$ cat config.mk
export PLATFORM = sky130hd
export DESIGN_NAME = lcd_timing_gen
export DESIGN_NICKNAME = d
export VERILOG_FILES = /design/src/rtl/lcd_pkg.sv /design/src/rtl/lcd_timing_gen_delay_line.sv /design/src/rtl/lcd_timing_gen.sv
export SDC_FILE = /design/constraint.sdc
export NUM_CORES = 1
export LEC_CHECK = 0
export BUFFER_PORTS_ARGS = -buffer_cell sky130_fd_sc_hd__buf_2
export CORE_ASPECT_RATIO = 1.2
export CORE_UTILIZATION = 45
export DETAILED_ROUTE_END_ITERATION = 12
export PLACE_DENSITY = 0.65
export RECOVER_POWER = 100
export REMOVE_ABC_BUFFERS = 1
export SETUP_SLACK_MARGIN = 0.05
export SKIP_LAST_GASP = 1
export SLEW_MARGIN = 20
export SYNTH_ARGS = -nofsm -noshare
export SYNTH_HDL_FRONTEND = slang
export SYNTH_HIERARCHICAL = 1
export SYNTH_SLANG_ARGS = --single-unit
$ cat constraint.sdc
create_clock -name clk_lcd -period 4.05 [get_ports clk_lcd]
set_input_delay 0.405 -clock clk_lcd [delete_from_list [all_inputs] [get_ports clk_lcd]]
set_output_delay 0.405 -clock clk_lcd [all_outputs]
set_load 0.01 [all_outputs]
$ cat src/rtl/lcd_pkg.sv
// Shared timing constants, counter widths and power-state encoding
// for the 480x272 parallel-RGB LCD raster generator.
package lcd_pkg;

    localparam int HCNT_W = 10;
    localparam int VCNT_W = 9;

    localparam int LCD_H_ACTIVE = 480;
    localparam int LCD_H_FP     = 2;
    localparam int LCD_H_SYNC   = 41;
    localparam int LCD_H_BP     = 2;
    localparam int LCD_V_ACTIVE = 272;
    localparam int LCD_V_FP     = 2;
    localparam int LCD_V_SYNC   = 10;
    localparam int LCD_V_BP     = 2;

    localparam int LCD_H_TOTAL =
        LCD_H_ACTIVE + LCD_H_FP + LCD_H_SYNC + LCD_H_BP;
    localparam int LCD_V_TOTAL =
        LCD_V_ACTIVE + LCD_V_FP + LCD_V_SYNC + LCD_V_BP;

    localparam int LCD_H_SYNC_START = LCD_H_ACTIVE + LCD_H_FP;
    localparam int LCD_H_SYNC_END   = LCD_H_SYNC_START + LCD_H_SYNC - 1;
    localparam int LCD_V_SYNC_START = LCD_V_ACTIVE + LCD_V_FP;
    localparam int LCD_V_SYNC_END   = LCD_V_SYNC_START + LCD_V_SYNC - 1;

    typedef enum logic [1:0] {
        S_OFF  = 2'd0,
        S_WAIT = 2'd1,
        S_ON   = 2'd2
    } pwr_state_t;

endpackage

$ cat src/rtl/lcd_timing_gen_delay_line.sv
// Parameterized-depth shift register with a parameterized reset value,
// used to align panel pins with the renderer pipeline.
module lcd_delay_line #(
    parameter int   DEPTH   = 2,
    parameter logic RST_VAL = 1'b0
) (
    input  logic clk_lcd,
    input  logic rst,
    input  logic d,
    output logic q
);

    logic [DEPTH-1:0] sr;

    always_ff @(posedge clk_lcd) begin
        if (rst) begin
            sr <= {DEPTH{RST_VAL}};
        end else begin
            sr[0] <= d;
            for (int i = 1; i < DEPTH; i++) begin
                sr[i] <= sr[i-1];
            end
        end
    end

    assign q = sr[DEPTH-1];

endmodule

$ cat src/rtl/lcd_timing_gen.sv
// Raster timing generator: pixel coordinates, active flags, panel
// sync/DE aligned to the renderer pipeline, frame tick and DISP power-up.
module lcd_timing_gen
    import lcd_pkg::*;
#(
    parameter int H_ACTIVE   = LCD_H_ACTIVE,
    parameter int H_FP       = LCD_H_FP,
    parameter int H_SYNC     = LCD_H_SYNC,
    parameter int H_BP       = LCD_H_BP,
    parameter int V_ACTIVE   = LCD_V_ACTIVE,
    parameter int V_FP       = LCD_V_FP,
    parameter int V_SYNC     = LCD_V_SYNC,
    parameter int V_BP       = LCD_V_BP,
    parameter int PIPE       = 2,
    parameter int PWR_FRAMES = 4
) (
    input  logic              clk_lcd,
    input  logic              rst,
    output logic [HCNT_W-1:0] hcount_reg,
    output logic [VCNT_W-1:0] Vcount_reg,
    output logic              flagh,
    output logic              flagv,
    output logic              rgb_en,
    output logic              lcd_hsync_n,
    output logic              lcd_vsync_n,
    output logic              lcd_de,
    output logic              lcd_disp,
    output logic              frame_tick
);

    localparam int H_TOTAL = H_ACTIVE + H_FP + H_SYNC + H_BP;
    localparam int V_TOTAL = V_ACTIVE + V_FP + V_SYNC + V_BP;

    localparam logic [HCNT_W-1:0] H_END = HCNT_W'(H_TOTAL - 1);
    localparam logic [HCNT_W-1:0] H_ACT = HCNT_W'(H_ACTIVE);
    localparam logic [HCNT_W-1:0] H_SS  = HCNT_W'(H_ACTIVE + H_FP);
    localparam logic [HCNT_W-1:0] H_SE  =
        HCNT_W'(H_ACTIVE + H_FP + H_SYNC - 1);

    localparam logic [VCNT_W-1:0] V_END = VCNT_W'(V_TOTAL - 1);
    localparam logic [VCNT_W-1:0] V_ACT = VCNT_W'(V_ACTIVE);
    localparam logic [VCNT_W-1:0] V_SS  = VCNT_W'(V_ACTIVE + V_FP);
    localparam logic [VCNT_W-1:0] V_SE  =
        VCNT_W'(V_ACTIVE + V_FP + V_SYNC - 1);

    localparam logic [2:0] PWR_LAST = 3'(PWR_FRAMES - 1);

    logic              h_wrap;
    logic [HCNT_W-1:0] h_nxt;
    logic [VCNT_W-1:0] v_nxt;
    logic              hs_raw_n;
    logic              vs_raw_n;
    logic              de_raw;
    logic              de_dly;
    pwr_state_t        state;
    logic [2:0]        tick_cnt;

    always_comb begin
        h_wrap = (hcount_reg == H_END);
        h_nxt  = h_wrap ? '0 : hcount_reg + 1'b1;
        v_nxt  = Vcount_reg;
        if (h_wrap) begin
            v_nxt = (Vcount_reg == V_END) ? '0 : Vcount_reg + 1'b1;
        end
    end

    // Flags and raw syncs look at the next count so they line up
    // with the counters in the same cycle.
    always_ff @(posedge clk_lcd) begin
        if (rst) begin
            hcount_reg <= '0;
            Vcount_reg <= '0;
            flagh      <= 1'b0;
            flagv      <= 1'b0;
            hs_raw_n   <= 1'b1;
            vs_raw_n   <= 1'b1;
            rgb_en     <= 1'b0;
            frame_tick <= 1'b0;
        end else begin
            hcount_reg <= h_nxt;
            Vcount_reg <= v_nxt;
            flagh      <= (h_nxt < H_ACT);
            flagv      <= (v_nxt < V_ACT);
            hs_raw_n   <= !((h_nxt >= H_SS) && (h_nxt <= H_SE));
            vs_raw_n   <= !((v_nxt >= V_SS) && (v_nxt <= V_SE));
            rgb_en     <= de_raw;
            frame_tick <= (h_nxt == '0) && (v_nxt == V_ACT);
        end
    end

    assign de_raw = flagh & flagv;

    lcd_delay_line #(.DEPTH(PIPE), .RST_VAL(1'b1)) u_hs_dly (
        .clk_lcd (clk_lcd),
        .rst     (rst),
        .d       (hs_raw_n),
        .q       (lcd_hsync_n)
    );

    lcd_delay_line #(.DEPTH(PIPE), .RST_VAL(1'b1)) u_vs_dly (
        .clk_lcd (clk_lcd),
        .rst     (rst),
        .d       (vs_raw_n),
        .q       (lcd_vsync_n)
    );

    lcd_delay_line #(.DEPTH(PIPE), .RST_VAL(1'b0)) u_de_dly (
        .clk_lcd (clk_lcd),
        .rst     (rst),
        .d       (de_raw),
        .q       (de_dly)
    );

    always_ff @(posedge clk_lcd) begin
        if (rst) begin
            state    <= S_OFF;
            tick_cnt <= '0;
            lcd_disp <= 1'b0;
        end else begin
            unique case (state)
                S_OFF: begin
                    state <= S_WAIT;
                end
                S_WAIT: begin
                    if (frame_tick) begin
                        if (tick_cnt == PWR_LAST) begin
                            state    <= S_ON;
                            lcd_disp <= 1'b1;
                        end else begin
                            tick_cnt <= tick_cnt + 1'b1;
                        end
                    end
                end
                S_ON: begin
                    lcd_disp <= 1'b1;
                end
                default: begin
                    state    <= S_OFF;
                    lcd_disp <= 1'b0;
                end
            endcase
        end
    end

    assign lcd_de = de_dly & (state == S_ON);

endmodule

After elaboration in Yosys (flattened, before gate mapping)
Cells that the tools add are included.
- bits in registers: 37
- bits of input ports: 2
- output and inout port bits: 27
- logic and storage cells: 55
- $add $sub $neg: 3
- $lt $le $gt $ge: 6
- eq/ne operators: 8
- muxes and demuxes: 9
- bitwise logic cells: 5
- reductions and logical operators: 10
- operator list (kind ; number):
    $eq A9 B9 Y1 const B ; 2
    $mux W9 ; 2
    $add A10 B1 Y10 const B ; 1
    $eq A10 B10 Y1 const B ; 1
    $ge A10 B9 Y1 const B ; 1
    $le A10 B10 Y1 const B ; 1
    $logic_not A10 Y1 ; 1
    $lt A10 B9 Y1 const B ; 1
    $mux W10 ; 1
    $add A9 B1 Y9 const B ; 1
    $ge A9 B9 Y1 const B ; 1
    $le A9 B9 Y1 const B ; 1
    $lt A9 B9 Y1 const B ; 1
    $reduce_and A3 Y1 ; 3
    $pmux W2 S3 ; 1
    $mux W2 ; 2
    $ne A2 B2 Y1 const B ; 2
    $add A3 B1 Y3 const B ; 1
    $eq A3 B2 Y1 const B ; 1
    $logic_and A1 B1 Y1 ; 3
    $not A1 Y1 ; 3
    $pmux W1 S3 ; 1
    $and A1 B1 Y1 ; 2
    $eq A2 B1 Y1 const B ; 1
    other kinds (4) ; 6

Depth between registers and ports, before layout
Gate-level depths: netlist of the first run.
- depth after elaboration: 6
- mapped depth: 10
- gate-level depth less buffers: 7

By module
The synthesis of the first run kept the hierarchy.
- by module, submodules not included (module ; instances ; cells each ; area each (µm²) ; sequential area each (µm²)):
    lcd_timing_gen ; 1 ; 229 ; 1910.6 ; 620.6
    lcd_delay_line ; 3 ; 4 ; 52.6 ; 40.0

Worst setup path after synthesis of the first run
OpenSTA, ideal clock, no wires.
- path type: reg2reg
- start point: register hcount_reg[0]
- end point: register vs_raw_n
- setup time: 0.122 ns
- arrival: 2.124 ns
- data required time: 3.928 ns
- slack: 1.803 ns
- stages on the path, launching flop included: 11
- buffers on the path: 3
- clock period less this slack: 2.247 ns
- cells stage by stage: dfxtp_1 > buf_2 > inv_1 > ha_1 > and4_4 > buf_6 > and3_4 > buf_6 > a31o_1 > a211o_1 > a311o_1
- word-level cells in the longest chain between the ends: 5
- elaborated cells between the ends (all ways): 6
- classes of those cells: order compare (2); eq/ne (1); mux (1); reduce/logical (2)
- ends and longest elaborated chain (item ; RTL line ; text):
    from (decl) ; lcd_timing_gen.sv:19 ; output logic [HCNT_W-1:0] hcount_reg,
    from (signal assigned) ; lcd_timing_gen.sv:80 ; hcount_reg <= h_nxt;
    $eq A10 B10 Y1 * ; lcd_timing_gen.sv:59 ; h_wrap = (hcount_reg == H_END);
    $mux W9 * ; lcd_timing_gen.sv:62 ; if (h_wrap) begin
    $ge A9 B9 Y1 or $le A9 B9 Y1 (tied branches) ; lcd_timing_gen.sv:85 ; vs_raw_n <= !((v_nxt >= V_SS) && (v_nxt <= V_SE));
    $logic_and A1 B1 Y1 * ; lcd_timing_gen.sv:85 ;
    $logic_not A1 Y1 * ; lcd_timing_gen.sv:85 ;
    to (signal assigned) ; lcd_timing_gen.sv:85 ;
    to (decl) ; lcd_timing_gen.sv:52 ; logic vs_raw_n;
Mark *: on every way between the ends. The rest lies on a longest branch, timed or not.
A chain may end at the register's enable or synchronous reset.

Worst setup path after layout of the first run
- start point: register hcount_reg[3]
- end point: register frame_tick
- word-level cells in the longest chain between the ends: 4
- elaborated cells between the ends (all ways): 7
- classes of those cells: add/sub (1); eq/ne (2); mux (2); reduce/logical (2)
- ends and longest elaborated chain (item ; RTL line ; text):
    $add A10 B1 Y10 or $eq A10 B10 Y1 (tied branches) ; lcd_timing_gen.sv:60, lcd_timing_gen.sv:59 ;
    $mux W10 or $mux W9 (tied branches) ; lcd_timing_gen.sv:60, lcd_timing_gen.sv:62 ;
    $logic_not A10 Y1 or $eq A9 B9 Y1 (tied branches) ; lcd_timing_gen.sv:87 ; frame_tick <= (h_nxt == '0) && (v_nxt == V_ACT);
    $logic_and A1 B1 Y1 * ; lcd_timing_gen.sv:87 ;
    to (signal assigned) ; lcd_timing_gen.sv:87 ;
    to (decl) ; lcd_timing_gen.sv:28 ; output logic frame_tick
Marked as above.

==> impl_metrics.toml, run 1 <==
[sta]
hold_viol_final = 0
fin_tns_setup_ns = 0
setup_viol_count_final = 0
period_share_pct = 58.4
fin_ws_ns = 1.68
rsz0062_at_grt = "no"
max_slew_margin_pct = 36.2
max_freq_ghz = 0.423
finalCriticalPeriod_ns = 2.37
slew_viol_final = 0
tightest_slew_ns = 0.957
finClkSkew_ns = 0.00499

[finish]
fill_cells = 425
syn_to_final_growth_pct = 9.50
largest_reg_flops = 10
final_nets = 273
drive_above_1_share_pct = 6.11
diodes = 0

[route]
wl_um = 4350
via_per_inst = 5.63
drt_iter0_markers = 51
drc = 0
via_count = 1791
postRouteAntennaNets = 0
detail_route.first_pass.iterations = 4
routedWlPerCell_um = 13.7

[power]
swShare_pct = 24.9
max-vdd-ir-drop_uv = 145
combPwrFrac_pct = 11.5
clockPowerShare_pct = 40.7
powerDensity_nw_per_um2 = 364
switchingPower_uw = 205
intPower_uw = 618
p_seq_share_pct = 47.8
p_leak_uw = 0.000808

[floorplanning]
die_h_um = 76.3
die_w_um = 63.9
coreArea_um2 = 4330
dieArea_um2 = 4870
ios = 29
rows = 26
initial_utilization_pct = 47.8

[synthesis]
synth_cell_type_count = 55
async_flop_share_pct = 0
synthAdderAreaFrac_pct = 6.05
synth_mux_area_share_pct = 2.96
ys_ff_latch = 37
synth_ff_type = "dfxtp_1"
synth_compound_area_share_pct = 16.9
synth_edf_count = 0
synth.avg_cell_area_um2 = 8.58
ys_seq_area_share_pct = 35.8
yosys.area_share.simple_pct = 25.3
synth_area_um2 = 2070
ys_warn_count = 6
synth_top_family_by_area = "simple AND/OR/NAND/NOR gates"
synthCells = 241
synth_xor_area_share_pct = 6.35

[placement]
gp_congestion = 0.830
portBuffers = 28
dp_hpwl_um = 3040
dpl_worst_slack_ns = 1.89

[clocking]
cts.htree.levels = 2
cts_tree = "yes"
cts-hold-fix-buffers = 0
cts_made_buffers = 5
cts.clk_slew.worst_paths_ns = 0.07
cts.sinks = 37
postCtsSetupBuffers = 0
ctsResizeCount = 0
clock_path_buffers = 2
insertion_delay_ns = 0.29
clockRootBuffer = "clkbuf_8"

[min_path]
hp-class = "flip-flop to flip-flop"
hold_depth = 1

[worst_setup_path]
cp_max_fo = 13
crit_path_end_kind = "flip-flop"
worst-setup-path-type = "flip-flop to flip-flop"
required_ns = 4.25
critPathArrivalTime_ns = 2.56
r2r_cells = 5
worstSetupStartpointType = "flip-flop"

[grt]
antenna_found_initial = 0
grtUsageTotal_pct = 18.8
grt_max_degree = 22
gr-total-overflow = 0
grt_pass1_vias = 1584
grt_pass1_wl_um = 7260

[job]
drv_cap = 0

[status]
status = "completed"
cell usage after synthesis (3+ instances only):
| cell type | instances | area (µm²) |
|---|---|---|
| dfxtp_1 | 37 | 741 |
| nor2_1 | 25 | 93.8 |
| inv_1 | 13 | 48.8 |
| a21oi_1 | 12 | 60.1 |
| nand2_1 | 11 | 41.3 |
| o21ai_0 | 11 | 55.1 |
| ha_1 | 10 | 125 |
| xnor2_1 | 10 | 87.6 |
| nand3_1 | 7 | 35.0 |
| and2_1 | 6 | 37.5 |
| and3_1 | 6 | 37.5 |
| buf_2 | 6 | 30.0 |
| clkbuf_1 | 6 | 22.5 |
| nand4_1 | 6 | 37.5 |
| nor3_1 | 6 | 30.0 |
| mux2i_1 | 5 | 50.1 |
| xor2_1 | 5 | 43.8 |
| or2_1 | 4 | 25.0 |
| or3_1 | 4 | 25.0 |
| a31oi_1 | 3 | 18.8 |
| buf_6 | 3 | 33.8 |
| nand2b_1 | 3 | 18.8 |
| nor4_1 | 3 | 18.8 |
worst max-delay path, stage by stage, from the launching register on:
cell,delay [ns]
dfxtp_1,0.60
and4_1,0.39
and3_1,0.42
mux2i_1,0.38
o311ai_0,0.21
nor4_1,0.26
through the flow:
| stage | cell area (µm²) | power, µW | std cells | utilization, % | hold slack [ns] |
|---|---|---|---|---|---|
| 6_report | 2260 | 824 | 318 | 52.3 | 0.405 |
| 5_1_grt | 2260 | 868 | 318 | 52.3 | 0.422 |
| 4_1_cts | 2310 | 836 | 318 | 53.4 | 0.408 |
| 3_5_place_dp | 2190 | 499 | 310 | 50.7 | 0.390 |
| 3_3_place_gp | 2190 | 497 | 310 | 50.7 | 0.386 |
| 2_1_floorplan | 1980 | 471 | 226 | - | 0.383 |
path summary, 6_finish.rpt:
path / start / to / slack [ns]
min reg2reg: u_hs_dly/sr[0]$_SDFF_PP1_ / u_hs_dly/sr[1]$_SDFF_PP1_ / 0.40
min: u_hs_dly/sr[0]$_SDFF_PP1_ / u_hs_dly/sr[1]$_SDFF_PP1_ / 0.40
max: hcount_reg[3]$_SDFF_PP0_ / frame_tick$_SDFF_PP0_ / 1.68
max reg2reg: hcount_reg[3]$_SDFF_PP0_ / frame_tick$_SDFF_PP0_ / 1.68
cells in the final DEF (no fill, tap or decap), types with 7 or more instances in the layout:
cell	count
nand3_1	7
nand4_1	7
inv_1	13
a21oi_1	12
xnor2_1	10
nor2_1	25
and3_1	7
ha_1	10
clkbuf_1	27
dfxtp_1	37
nand2_1	11
o21ai_0	12
power by group through the flow:
stage                     sequential (µW)  combinational (µW)  clock [µW]
after floorplan                       404                67.9           0
after global placement                401                95.8           0
after detailed placement              402                96.6           0
after CTS                             394                97.5         344
after global routing                  396                 111         361
final                                 394                95.0         335
logic make-up after synthesis:
group / count (synthesis)
AND/OR/NAND/NOR: 94
AO/OA/AOI/OAI: 51
flip-flops: 37
buffers and inverters: 28
XOR/XNOR: 15
adder cells (fa/ha/maj): 10
multiplexers: 6
metal layers:
layer	part of all wire [%]	vias up	global-route usage [%]	wire length [µm]
met3	4.1	7	4.64	179
met1	48	854	24.1	2100
met5	0	-	0	0
met2	46	35	29.9	2010
li1	-	895	-	-
met4	1.5	0	7.50	64
final cells by class:
cell class	instances	area, µm²	area share [%]
Clock buffer	6	82.6	3.65
Inverter	13	48.8	2.15
Tap cell	56	70.1	3.09
Sequential cell	37	741	32.7
Multi-Input combinational cell	176	1180	52.0
Clock inverter	2	37.5	1.66
Timing Repair Buffer	28	106	4.70
Note: power is estimated with default switching activity, not from simulation.
==> run 2: changes to the inputs <==
- clock period: 4.05 -> 2.2 ns (I/O delays scaled with it)
==> run 2 against run 1 <==
Count of clock-buffer cells in the layout is 1 lower. Design area increased by 5.6%. Clock skew grew 0.00071 ns. Via count rose by 2.2%. Routed wire length rose by 5.3%. Fmax increased by 17%. Total power is 98% higher. Flip-flop and latch count unchanged. Setup slack worse by 1.5 ns. Worst hold slack worse by 0.062 ns. Combinational power rose by 100%. Highest routed layer unchanged.
==> impl_metrics.toml, run 2 (synthesis results as in run 1) <==
[clocking]
cts-hold-fix-buffers = 0
cts_made_buffers = 5
cts.sinks = 37
cts.clk_slew.worst_paths_ns = 0.08
insertion_delay_ns = 0.29
clock_path_buffers = 2
cts_tree = "yes"
clockRootBuffer = "clkbuf_8"
cts.htree.levels = 2
postCtsSetupBuffers = 0
ctsResizeCount = 0

[sta]
whs_ns = 0.343
tightest_slew_ns = 0.554
setup_viol_count_final = 0
max_freq_ghz = 0.494
fin_tns_setup_ns = 0
finClkSkew_ns = 0.00570
max_slew_margin_pct = 62.7
hold_viol_final = 0
slew_viol_final = 0
finalCriticalPeriod_ns = 2.02
period_share_pct = 91.9
rsz0062_at_grt = "no"

[placement]
dp_hpwl_um = 3350
gp_congestion = 0.914
place_area_um2 = 2300
portBuffers = 28

[floorplanning]
dieArea_um2 = 4870
die_w_um = 63.9
initial_utilization_pct = 47.8
coreArea_um2 = 4330
ios = 29
die_h_um = 76.3
rows = 26

[grt]
grtUsageTotal_pct = 20.1
grt_pass1_wl_um = 7700
grt_max_degree = 21
antenna_found_initial = 0
gr-total-overflow = 0
grt_pass1_vias = 1718

[power]
powerDensity_nw_per_um2 = 681
p_leak_uw = 0.000893
max-vdd-ir-drop_uv = 367

[worst_setup_path]
required_ns = 2.39
crit_buf_inv = 1
cp_num_cells = 6
crit_path_end_kind = "flip-flop"
crit_family = "simple AND/OR/NAND/NOR gates"
worstSetupStartpointType = "flip-flop"
worst-setup-path-type = "flip-flop to flip-flop"
crit_path_top_delay_cell = "dfxtp_1"
cp_max_fo = 7
critPathArrivalTime_ns = 2.21
crit_chain = "clkbuf_1 -> nand4_2 -> nor3_1 -> xnor2_1 -> nand2b_1 -> o32a_1"
critical-path-max-stage-delay_ns = 0.37
r2r_cells = 6

[route]
detail_route.first_pass.iterations = 4
drt_iter0_markers = 53
wl_um = 4580
via_count = 1831
routedWlPerCell_um = 13.8
drc = 0
postRouteAntennaNets = 0
via_per_inst = 5.52

[finish]
seq_area_um2 = 742
final_nets = 287
final_cell_mix = "dfxtp_1 (36), clkbuf_1 (28), nor2_1 (25), inv_1 (13), a21oi_1 (12)"
syn_to_final_growth_pct = 15.7
final_area_um2 = 2390
fin_util_pct = 55.3
multi_input_area_um2 = 1210
drive_above_1_share_pct = 12.7
largest_reg_flops = 10
fill_cells = 421
diodes = 0
layout_commonest_cell = "dfxtp_1"

[min_path]
hp-class = "primary input to flip-flop"
hold_depth = 3

[status]
status = "completed"

[job]
drv_cap = 0
[run 2: worst paths after layout]
| check | start | to | slack (ns) |
|---|---|---|---|
| worst max-delay path | hcount_reg[1]$_SDFF_PP0_ | hs_raw_n$_SDFF_PP1_ | 0.18 |
| worst min-delay path | rst | state[1]$_SDFFE_PP0P_ | 0.34 |
| worst max register to register | hcount_reg[1]$_SDFF_PP0_ | hs_raw_n$_SDFF_PP1_ | 0.18 |
| worst min register to register | u_hs_dly/sr[0]$_SDFF_PP1_ | u_hs_dly/sr[1]$_SDFF_PP1_ | 0.41 |
[run 2: layout make-up]
type                            instances  area share (%)
Multi-Input combinational cell        176            50.4
Sequential cell                        37            31.0
Timing Repair Buffer                   42            7.85
Tap cell                               56            2.93
Clock buffer                            5            2.88
Clock inverter                          3            2.88
Inverter                               13            2.04
[run 2: worst min-delay path: cells and delay by family]
kind / cells / cell delay [ns]
buf+inv: 2 / 0.21
compound gates: 1 / 0.16
[run 2: layer usage]
layer	GRT usage, %	wire length (µm)	up-vias
li1	-	-	924
met1	24.3	2100	865
met2	33.7	2250	36
met3	5.09	163	6
met4	7.27	58	0
met5	0	0	-
[run 2: per-stage QoR]
stage	power [µW]	setup WS, ns	cells
4_1_cts	1650	0.106	332
2_1_floorplan	868	0.140	226
3_5_place_dp	935	0.131	324
5_1_grt	1700	0.0587	332
6_report	1630	0.177	332
3_3_place_gp	923	0.206	324
[run 2: where the power goes]
| group | internal (µW) | leakage, µW | total (µW) | switching [µW] |
|---|---|---|---|---|
| registers | 699 | 0.000301 | 720 | 20.7 |
| clock network | 456 | 0.0000687 | 715 | 259 |
| logic | 76.7 | 0.000523 | 194 | 118 |
| total | 1230 | 0.000893 | 1630 | 397 |
